`src/rtl/ser_pkg.sv`:
```
// Shared definitions for the serial byte receiver.
//   DATA_W_DEF : default number of data bits per frame
//   state_e    : receiver FSM states (IDLE, DATA, STOP)
package ser_pkg;
  localparam int DATA_W_DEF = 8;

  typedef enum logic [1:0] {
    IDLE = 2'd0,
    DATA = 2'd1,
    STOP = 2'd2
  } state_e;
endpackage

```
`src/rtl/ser_byte_rx_if.sv`:
```
// Serial receiver bus.
//   bit_en    : one-cycle bit-sample strobe (line side -> receiver)
//   s_in      : serial line, idle high (line side -> receiver)
//   d_out     : last correctly framed word (receiver -> downstream)
//   enable    : one-cycle load strobe for d_out (receiver -> downstream)
//   frame_err : one-cycle pulse on a bad stop bit (receiver -> downstream)
//   busy      : receiver is inside a frame (receiver -> downstream)
// master drives the line, slave is the receiver.
interface ser_byte_rx_if
  import ser_pkg::*;
#(
  parameter int DATA_W = DATA_W_DEF
);
  logic              bit_en;
  logic              s_in;
  logic [DATA_W-1:0] d_out;
  logic              enable;
  logic              frame_err;
  logic              busy;

  modport master (
    output bit_en, s_in,
    input  d_out, enable, frame_err, busy
  );

  modport slave (
    input  bit_en, s_in,
    output d_out, enable, frame_err, busy
  );
endinterface

```
`src/rtl/ser_shift_cnt.sv`:
```
// Data shift register plus bit counter for the serial receiver.
//   clk, rst : clock, synchronous active-high reset
//   shift    : shift bit_in into the MSB and advance the counter
//   clr      : restart the counter at bit 0 (start bit seen)
//   bit_in   : serial data bit to shift in
//   word     : shift register contents (LSB-first frame lands right-aligned)
//   last     : counter is on the final data bit
module ser_shift_cnt
  import ser_pkg::*;
#(
  parameter int DATA_W = DATA_W_DEF
) (
  input  logic              clk,
  input  logic              rst,
  input  logic              shift,
  input  logic              clr,
  input  logic              bit_in,
  output logic [DATA_W-1:0] word,
  output logic              last
);
  localparam int CNT_W = $clog2(DATA_W) + 1;
  localparam logic [CNT_W-1:0] CNT_LAST = CNT_W'(DATA_W - 1);

  logic [CNT_W-1:0] cnt;

  always_ff @(posedge clk) begin
    if (rst) begin
      cnt  <= '0;
      word <= '0;
    end else if (clr) begin
      cnt <= '0;
    end else if (shift) begin
      // LSB arrives first, so after DATA_W right-shifts it sits at bit 0.
      word <= {bit_in, word[DATA_W-1:1]};
      cnt  <= last ? '0 : cnt + 1'b1;
    end
  end

  assign last = (cnt == CNT_LAST);
endmodule

```
`src/rtl/ser_byte_rx.sv`:
```
// Serial byte receiver: start(0), DATA_W data bits LSB-first, stop(1).
// A good stop bit loads d_out and pulses enable the following cycle; a bad
// stop bit pulses frame_err instead and leaves d_out alone.
//   clk, rst : clock, synchronous active-high reset
//   bus      : ser_byte_rx_if slave (bit_en, s_in in; d_out, enable,
//              frame_err, busy out)
module ser_byte_rx
  import ser_pkg::*;
#(
  parameter int DATA_W = DATA_W_DEF
) (
  input  logic           clk,
  input  logic           rst,
  ser_byte_rx_if.slave   bus
);
  state_e            state, state_nx;
  logic              shift, clr, load, err;
  logic [DATA_W-1:0] word;
  logic              last;
  logic [DATA_W-1:0] d_out_q;
  logic              enable_q, frame_err_q;

  ser_shift_cnt #(.DATA_W(DATA_W)) u_shift_cnt (
    .clk    (clk),
    .rst    (rst),
    .shift  (shift),
    .clr    (clr),
    .bit_in (bus.s_in),
    .word   (word),
    .last   (last)
  );

  // Every transition is gated by bit_en, so idle cycles hold everything.
  always_comb begin
    state_nx = state;
    shift    = 1'b0;
    clr      = 1'b0;
    load     = 1'b0;
    err      = 1'b0;
    if (bus.bit_en) begin
      case (state)
        IDLE: if (!bus.s_in) begin
          state_nx = DATA;
          clr      = 1'b1;
        end
        DATA: begin
          shift = 1'b1;
          if (last) state_nx = STOP;
        end
        STOP: begin
          // Back to IDLE right away so a start bit on the very next strobe
          // is accepted.
          state_nx = IDLE;
          if (bus.s_in) load = 1'b1;
          else          err  = 1'b1;
        end
        default: state_nx = IDLE;
      endcase
    end
  end

  always_ff @(posedge clk) begin
    if (rst) begin
      state       <= IDLE;
      d_out_q     <= '0;
      enable_q    <= 1'b0;
      frame_err_q <= 1'b0;
    end else begin
      state       <= state_nx;
      // Strobes are recomputed every cycle, so they never stretch.
      enable_q    <= load;
      frame_err_q <= err;
      if (load) d_out_q <= word;
    end
  end

  assign bus.d_out     = d_out_q;
  assign bus.enable    = enable_q;
  assign bus.frame_err = frame_err_q;
  assign bus.busy      = (state != IDLE);
endmodule

```
`src/flat_wrapper.sv`:
```
// flat-port wrapper written by rule: the top's interface ports become plain ports
module ser_byte_rx_flat import ser_pkg::*;
#(
  parameter int DATA_W = DATA_W_DEF
)
  (clk, rst, bus_bit_en, bus_s_in, bus_d_out, bus_enable, bus_frame_err, bus_busy);
  ser_byte_rx_if #(.DATA_W(DATA_W)) bus_i ();
  input  logic clk;
  input  logic rst;
  input wire logic [$bits(bus_i.bit_en)-1:0] bus_bit_en;
  input wire logic [$bits(bus_i.s_in)-1:0] bus_s_in;
  output wire logic [$bits(bus_i.d_out)-1:0] bus_d_out;
  output wire logic [$bits(bus_i.enable)-1:0] bus_enable;
  output wire logic [$bits(bus_i.frame_err)-1:0] bus_frame_err;
  output wire logic [$bits(bus_i.busy)-1:0] bus_busy;
  assign bus_i.bit_en = bus_bit_en;
  assign bus_i.s_in = bus_s_in;
  assign bus_d_out = bus_i.d_out;
  assign bus_enable = bus_i.enable;
  assign bus_frame_err = bus_i.frame_err;
  assign bus_busy = bus_i.busy;
  ser_byte_rx #(.DATA_W(DATA_W)) u_core (.clk(clk), .rst(rst), .bus(bus_i));
endmodule
```
`config.mk`:
```
export PLATFORM = sky130hd
export DESIGN_NAME = ser_byte_rx_flat
export DESIGN_NICKNAME = d
export VERILOG_FILES = /design/src/rtl/ser_pkg.sv /design/src/rtl/ser_byte_rx_if.sv /design/src/rtl/ser_shift_cnt.sv /design/src/rtl/ser_byte_rx.sv /design/src/flat_wrapper.sv
export SDC_FILE = /design/constraint.sdc
export NUM_CORES = 1
export LEC_CHECK = 0
export ABC_AREA = 1
export BUFFER_PORTS_ARGS = -buffer_cell sky130_fd_sc_hd__buf_2
export CAP_MARGIN = 15
export CELL_PAD_IN_SITES_DETAIL_PLACEMENT = 0
export CELL_PAD_IN_SITES_GLOBAL_PLACEMENT = 1
export CORE_ASPECT_RATIO = 1.1
export CORE_UTILIZATION = 40
export CTS_CLUSTER_SIZE = 10
export DETAILED_ROUTE_END_ITERATION = 12
export GPL_TIMING_DRIVEN = 0
export PLACE_DENSITY_LB_ADDON = 0.05
export SETUP_SLACK_MARGIN = 0.15
export SYNTH_ARGS = -nofsm -noshare
export SYNTH_HDL_FRONTEND = slang
export SYNTH_HIERARCHICAL = 1
export SYNTH_SLANG_ARGS = --single-unit
```
`constraint.sdc`:
```
create_clock -name clk -period 1.8 [get_ports clk]
set_clock_uncertainty 0.2 [all_clocks]
set_input_delay 0.54 -clock clk [delete_from_list [all_inputs] [get_ports clk]]
set_output_delay 0.54 -clock clk [all_outputs]
set_load 0.005 [all_outputs]
```
Yosys cells after proc, flatten, opt, wreduce, memory -nomap -nowiden

Cells that the tools add are included.

Output and inout port bits: 11
Logic and storage cells: 33
Input bits: 4
Bits in registers: 24

Equal/unequal tests: 5
Add/sub/neg operators: 1
Bitwise operators: 3
Muxes and demuxes: 12
Reductions and logical operators: 6

Operators with widths:

| operator              | number |
|---|---|
| $mux W1               | 8 |
| $add A4 B1 Y4 const B | 1 |
| $eq A4 B3 Y1 const B  | 1 |
| $mux W2               | 2 |
| $mux W4               | 1 |
| $ne A2 B2 Y1 const B  | 2 |
| $pmux W2 S2           | 1 |
| $not A1 Y1            | 3 |
| $reduce_and A3 Y1     | 1 |
| $reduce_or A3 Y1      | 1 |
| $eq A2 B1 Y1 const B  | 1 |
| $eq A2 B2 Y1 const B  | 1 |
| $logic_not A2 Y1      | 1 |
| $reduce_and A2 Y1     | 1 |
| $reduce_bool A2 Y1    | 1 |
| $reduce_or A2 Y1      | 1 |

Logic depth before layout (Yosys ltp)

Depth in word-level cells: 5
Depth in mapped cells: 9
Gate-level depth less buffers: 9

Modules after synthesis

Netlist, hierarchy kept.

Modules (own cells, without submodules):

| module        | sequential area each (sq um) | area an instance (sq um) | times used | cells each |
|---|---|---|---|---|
| ser_byte_rx   | 240.2                        | 570.5                    | 1          | 69 |
| ser_shift_cnt | 240.2                        | 466.7                    | 1          | 64 |

Worst setup path before layout

OpenSTA, ideal clock, no wires.

Path type: input -> register
Start point: input bus_bit_en
End point: register u_core.u_shift_cnt.word[7]
Data required time: 1.484 ns
Setup time: 0.116 ns
Arrival: 1.181 ns
Buffers on the path: 0
Setup slack: 0.304 ns
Cell stages on the path: 5
Path through: inv_1 -> nor2_1 -> nand2_2 -> o21ai_0 -> nor2_1

Elaborated cells between the ends (all ways): 4
Those cells by class: mux: 2; bitwise: 1; reduce/logical: 1

RTL lines:

| what                        | RTL line            | text |
|---|---|---|
| start: declaration          | flat_wrapper.sv:10  | `input wire logic [$bits(bus_i.bit_en)-1:0] bus_bit_en;` |
| $mux W1                     | ser_byte_rx.sv:40   | `if (bus.bit_en) begin` |
| via u_core.shift            | ser_byte_rx.sv:17   | `logic shift, clr, load, err;` |
| $reduce_and A2 Y1 (no line) | n/a                 |  |
| end signal: assignment      | ser_shift_cnt.sv:34 | `word <= {bit_in, word[DATA_W-1:1]};` |
| end: declaration            | ser_shift_cnt.sv:18 | `output logic [DATA_W-1:0] word,` |

The timed path passes the listed nets, and every way through them passes these cells.
A chain may end at the register's enable or synchronous reset.

Final worst setup path

Start point: register u_core.state[0]
End point: output bus_busy

Longest elaborated chain between the ends: 1

RTL lines:

| what                     | RTL line           | text |
|---|---|---|
| start: declaration       | ser_byte_rx.sv:16  | `state_e state, state_nx;` |
| start signal: assignment | ser_byte_rx.sv:69  | `state <= state_nx;` |
| $reduce_bool A2 Y1       | ser_byte_rx.sv:80  | `assign bus.busy = (state != IDLE);` |
| end: declaration         | flat_wrapper.sv:15 | `output wire logic [$bits(bus_i.busy)-1:0] bus_busy;` |

Every way passes these cells.

==> results.sh <==
export IMPL_numPortBuffers=14
export IMPL_synth_area_mm2=0.00104
export IMPL_seq_power_share=0.650
export IMPL_ys_warn_count=6
export IMPL_dieWidth_um=50.6
export IMPL_final_nets=160
export IMPL_leakage_nw=0.537
export IMPL_synth_top_family_by_area="simple AND/OR/NAND/NOR gates"
export IMPL_rsz0062_at_grt="true"
export IMPL_synth_cells=133
export IMPL_fmax_ghz=0.599
export IMPL_vias_per_cell=4.74
export IMPL_vias=872
export IMPL_stdcell_count=184
export IMPL_synthSimpleGateAreaFrac=0.404
export IMPL_cts_max_level=1
export IMPL_dp_cells=178
export IMPL_p_per_area_mw_per_mm2=695
export IMPL_syn_area_per_cell_um2=7.80
export IMPL_clkTransAtPathRegs_ns=0.12
export IMPL_antenna_found_initial=0
export IMPL_synth_xor_area_frac=0
export IMPL_internal_power_mw=0.644
export IMPL_setup_violations=0
export IMPL_max_slew_margin=0.829
export IMPL_synth_compound_area_frac=0.0772
export IMPL_grt_max_degree=13
export IMPL_synth_cell_type_count=20
export IMPL_comb_power_share=0.089
export IMPL_crit_type="reg -> out"
export IMPL_worstMarginPinSlew_ns=0.255
export IMPL_syn2layout_area_growth_pct=16.5
export IMPL_place_hpwl_mm=1.38
export IMPL_initial_utilization=0.420
export IMPL_finalMaxSlewViolations=0
export IMPL_rows=19
export IMPL_cts_tree="done"
export IMPL_critical_path_required_ns=1.06
export IMPL_finalHoldViolations=0
export IMPL_grt_ovfl_total=0
export IMPL_crit_path_start_kind="flop"
export IMPL_holdWs_ns=0.267
export IMPL_fin_crit_ns=1.67
export IMPL_die_area_mm2=0.00280
export IMPL_hold_class="in -> reg"
export IMPL_grt_pass1_vias=808
export IMPL_swShare=0.234
export IMPL_drtIter0Drc=17
export IMPL_remaining_drc_errors=0
export IMPL_p_clk_frac=0.261
export IMPL_final_common_cell="nor2_1"
export IMPL_die_h_um=55.4
export IMPL_synth_mux_area_frac=0
export IMPL_ir_drop_uv=329
export IMPL_clock_path_buffers=2
export IMPL_synthAdderAreaFrac=0.0121
export IMPL_routedWlPerCell_um=10.3
export IMPL_gp_congestion=0.758
export IMPL_yosysSeqAreaShare=0.463
export IMPL_postCtsHoldBufs=0
export IMPL_drive_gt1_frac=0.327
export IMPL_cts_buffers=3
export IMPL_cp_max_fo=2
export IMPL_ys_ff_latch=24
export IMPL_diodes=0
export IMPL_end_kind="output pin"
export IMPL_core_mm2=0.00247
export IMPL_clock_latency_ns=0.30
export IMPL_io_pins=15
export IMPL_fillers=261
export IMPL_root_buffer="clkbuf_4"
export IMPL_cap_violations=0
export IMPL_arrival_ns=0.93
export IMPL_mostFrequentLayoutCells="25 x nor2_1, 22 x dfxtp_1, 20 x nand2_1"
export IMPL_cts_sinks=24
export IMPL_dr_pass1_iters=4
export IMPL_switching_power_mw=0.196
export IMPL_track_usage=0.158
export IMPL_wl_mm=1.90
export IMPL_grt_pass1_wl_mm=3.36
export IMPL_detail_route_antenna_nets=0
export IMPL_post_route_period_util=0.927
export IMPL_status="completed"
export IMPL_synth_nets=138
[power groups by stage]
stage / logic [mW] / clock network, mW / registers [mW]
5_1_grt: 0.0860 / 0.258 / 0.548
6_report: 0.0748 / 0.220 / 0.546
4_1_cts: 0.0741 / 0.238 / 0.546
3_5_place_dp: 0.0677 / 0 / 0.560
3_3_place_gp: 0.0673 / 0 / 0.560
2_1_floorplan: 0.0498 / 0 / 0.558
[per-layer routing]
metal  wire length [um]  global-route usage  part of all wire  up-vias
met4                 17              0.0833            0.0089        0
met2                967               0.269              0.51       12
met1                869               0.186              0.46      393
met3                 47              0.0248             0.025        2
met5                  0                   0                 0        -
li1                   -                   -                 -      465
[through the flow]
step	utilization	area (um2)	setup slack, ns	total power, mW	setup TNS, ns
floorplan	-	1040	0.304	0.608	0
global route	0.489	1210	0.0803	0.891	0
finish	0.489	1210	0.131	0.840	0
global placement	0.464	1150	-0.0884	0.628	-0.683
detailed placement	0.464	1150	-0.0744	0.628	-0.566
CTS	0.488	1210	0.127	0.858	0
[logic make-up after synthesis]
family | count (synthesis)
adder cells (fa/ha/maj) | 1
buffers and inverters | 12
AND/OR/NAND/NOR | 80
AO/OA/AOI/OAI | 16
flip-flops | 24
[cells in the mapped netlist]
cell	instances	share of area
or2_0	1	0.0060
nor4_1	1	0.0060
clkinv_1	1	0.0036
nand3b_1	8	0.058
nor3_1	1	0.0048
nand3_1	1	0.0048
inv_1	6	0.022
inv_2	5	0.018
nor2_8	1	0.019
nand2_4	2	0.022
nor2_4	1	0.011
nor2_1	27	0.098
a21oi_1	5	0.024
o21ai_0	10	0.048
nand2_2	1	0.0060
o21ai_1	1	0.0048
dfxtp_1	24	0.46
nor2_2	16	0.097
nand2_1	20	0.072
ha_1	1	0.012
[cell type report]
type	instances	area (um2)	area share
Timing Repair Buffer	17	92.6	0.0766
Sequential cell	24	488	0.404
Inverter	12	45.0	0.0373
Tap cell	31	38.8	0.0321
Multi-Input combinational cell	97	522	0.432
Clock buffer	3	22.5	0.0186
[flip-flops by register name, summed over array words and instances, names as in the netlist]
name                     count
u_core/state                 2
u_core/bus.frame_err         1
u_core/u_shift_cnt/word      8
u_core/bus.d_out             8
u_core/u_shift_cnt/cnt       4
u_core/bus.enable            1
[what timing repair did]
action | in CTS | in global routing
resized for setup | 6 | 1
buffers inserted | 3 | 0
setup endpoints to repair | 1 | 10
[worst max-delay path: stages, from the launching register on]
cell	delay (ns)
dfxtp_4	0.37
nor2_4	0.11
inv_1	0.04
buf_2	0.11
[final timing paths]
path                                           from                                       to  slack [ns]  cells after the start
min reg2reg  u_core/u_shift_cnt/cnt[1]$_SDFFE_PP0P_   u_core/u_shift_cnt/cnt[1]$_SDFFE_PP0P_        0.29                      2
max reg2reg            u_core/state[0]$_SDFFE_PP0P_  u_core/u_shift_cnt/word[5]$_SDFFE_PP0P_        0.29                      7
max                    u_core/state[0]$_SDFFE_PP0P_                                 bus_busy        0.13                      3
min                                             rst             u_core/state[0]$_SDFFE_PP0P_        0.27                      2
(Power assumes the default switching activity.)
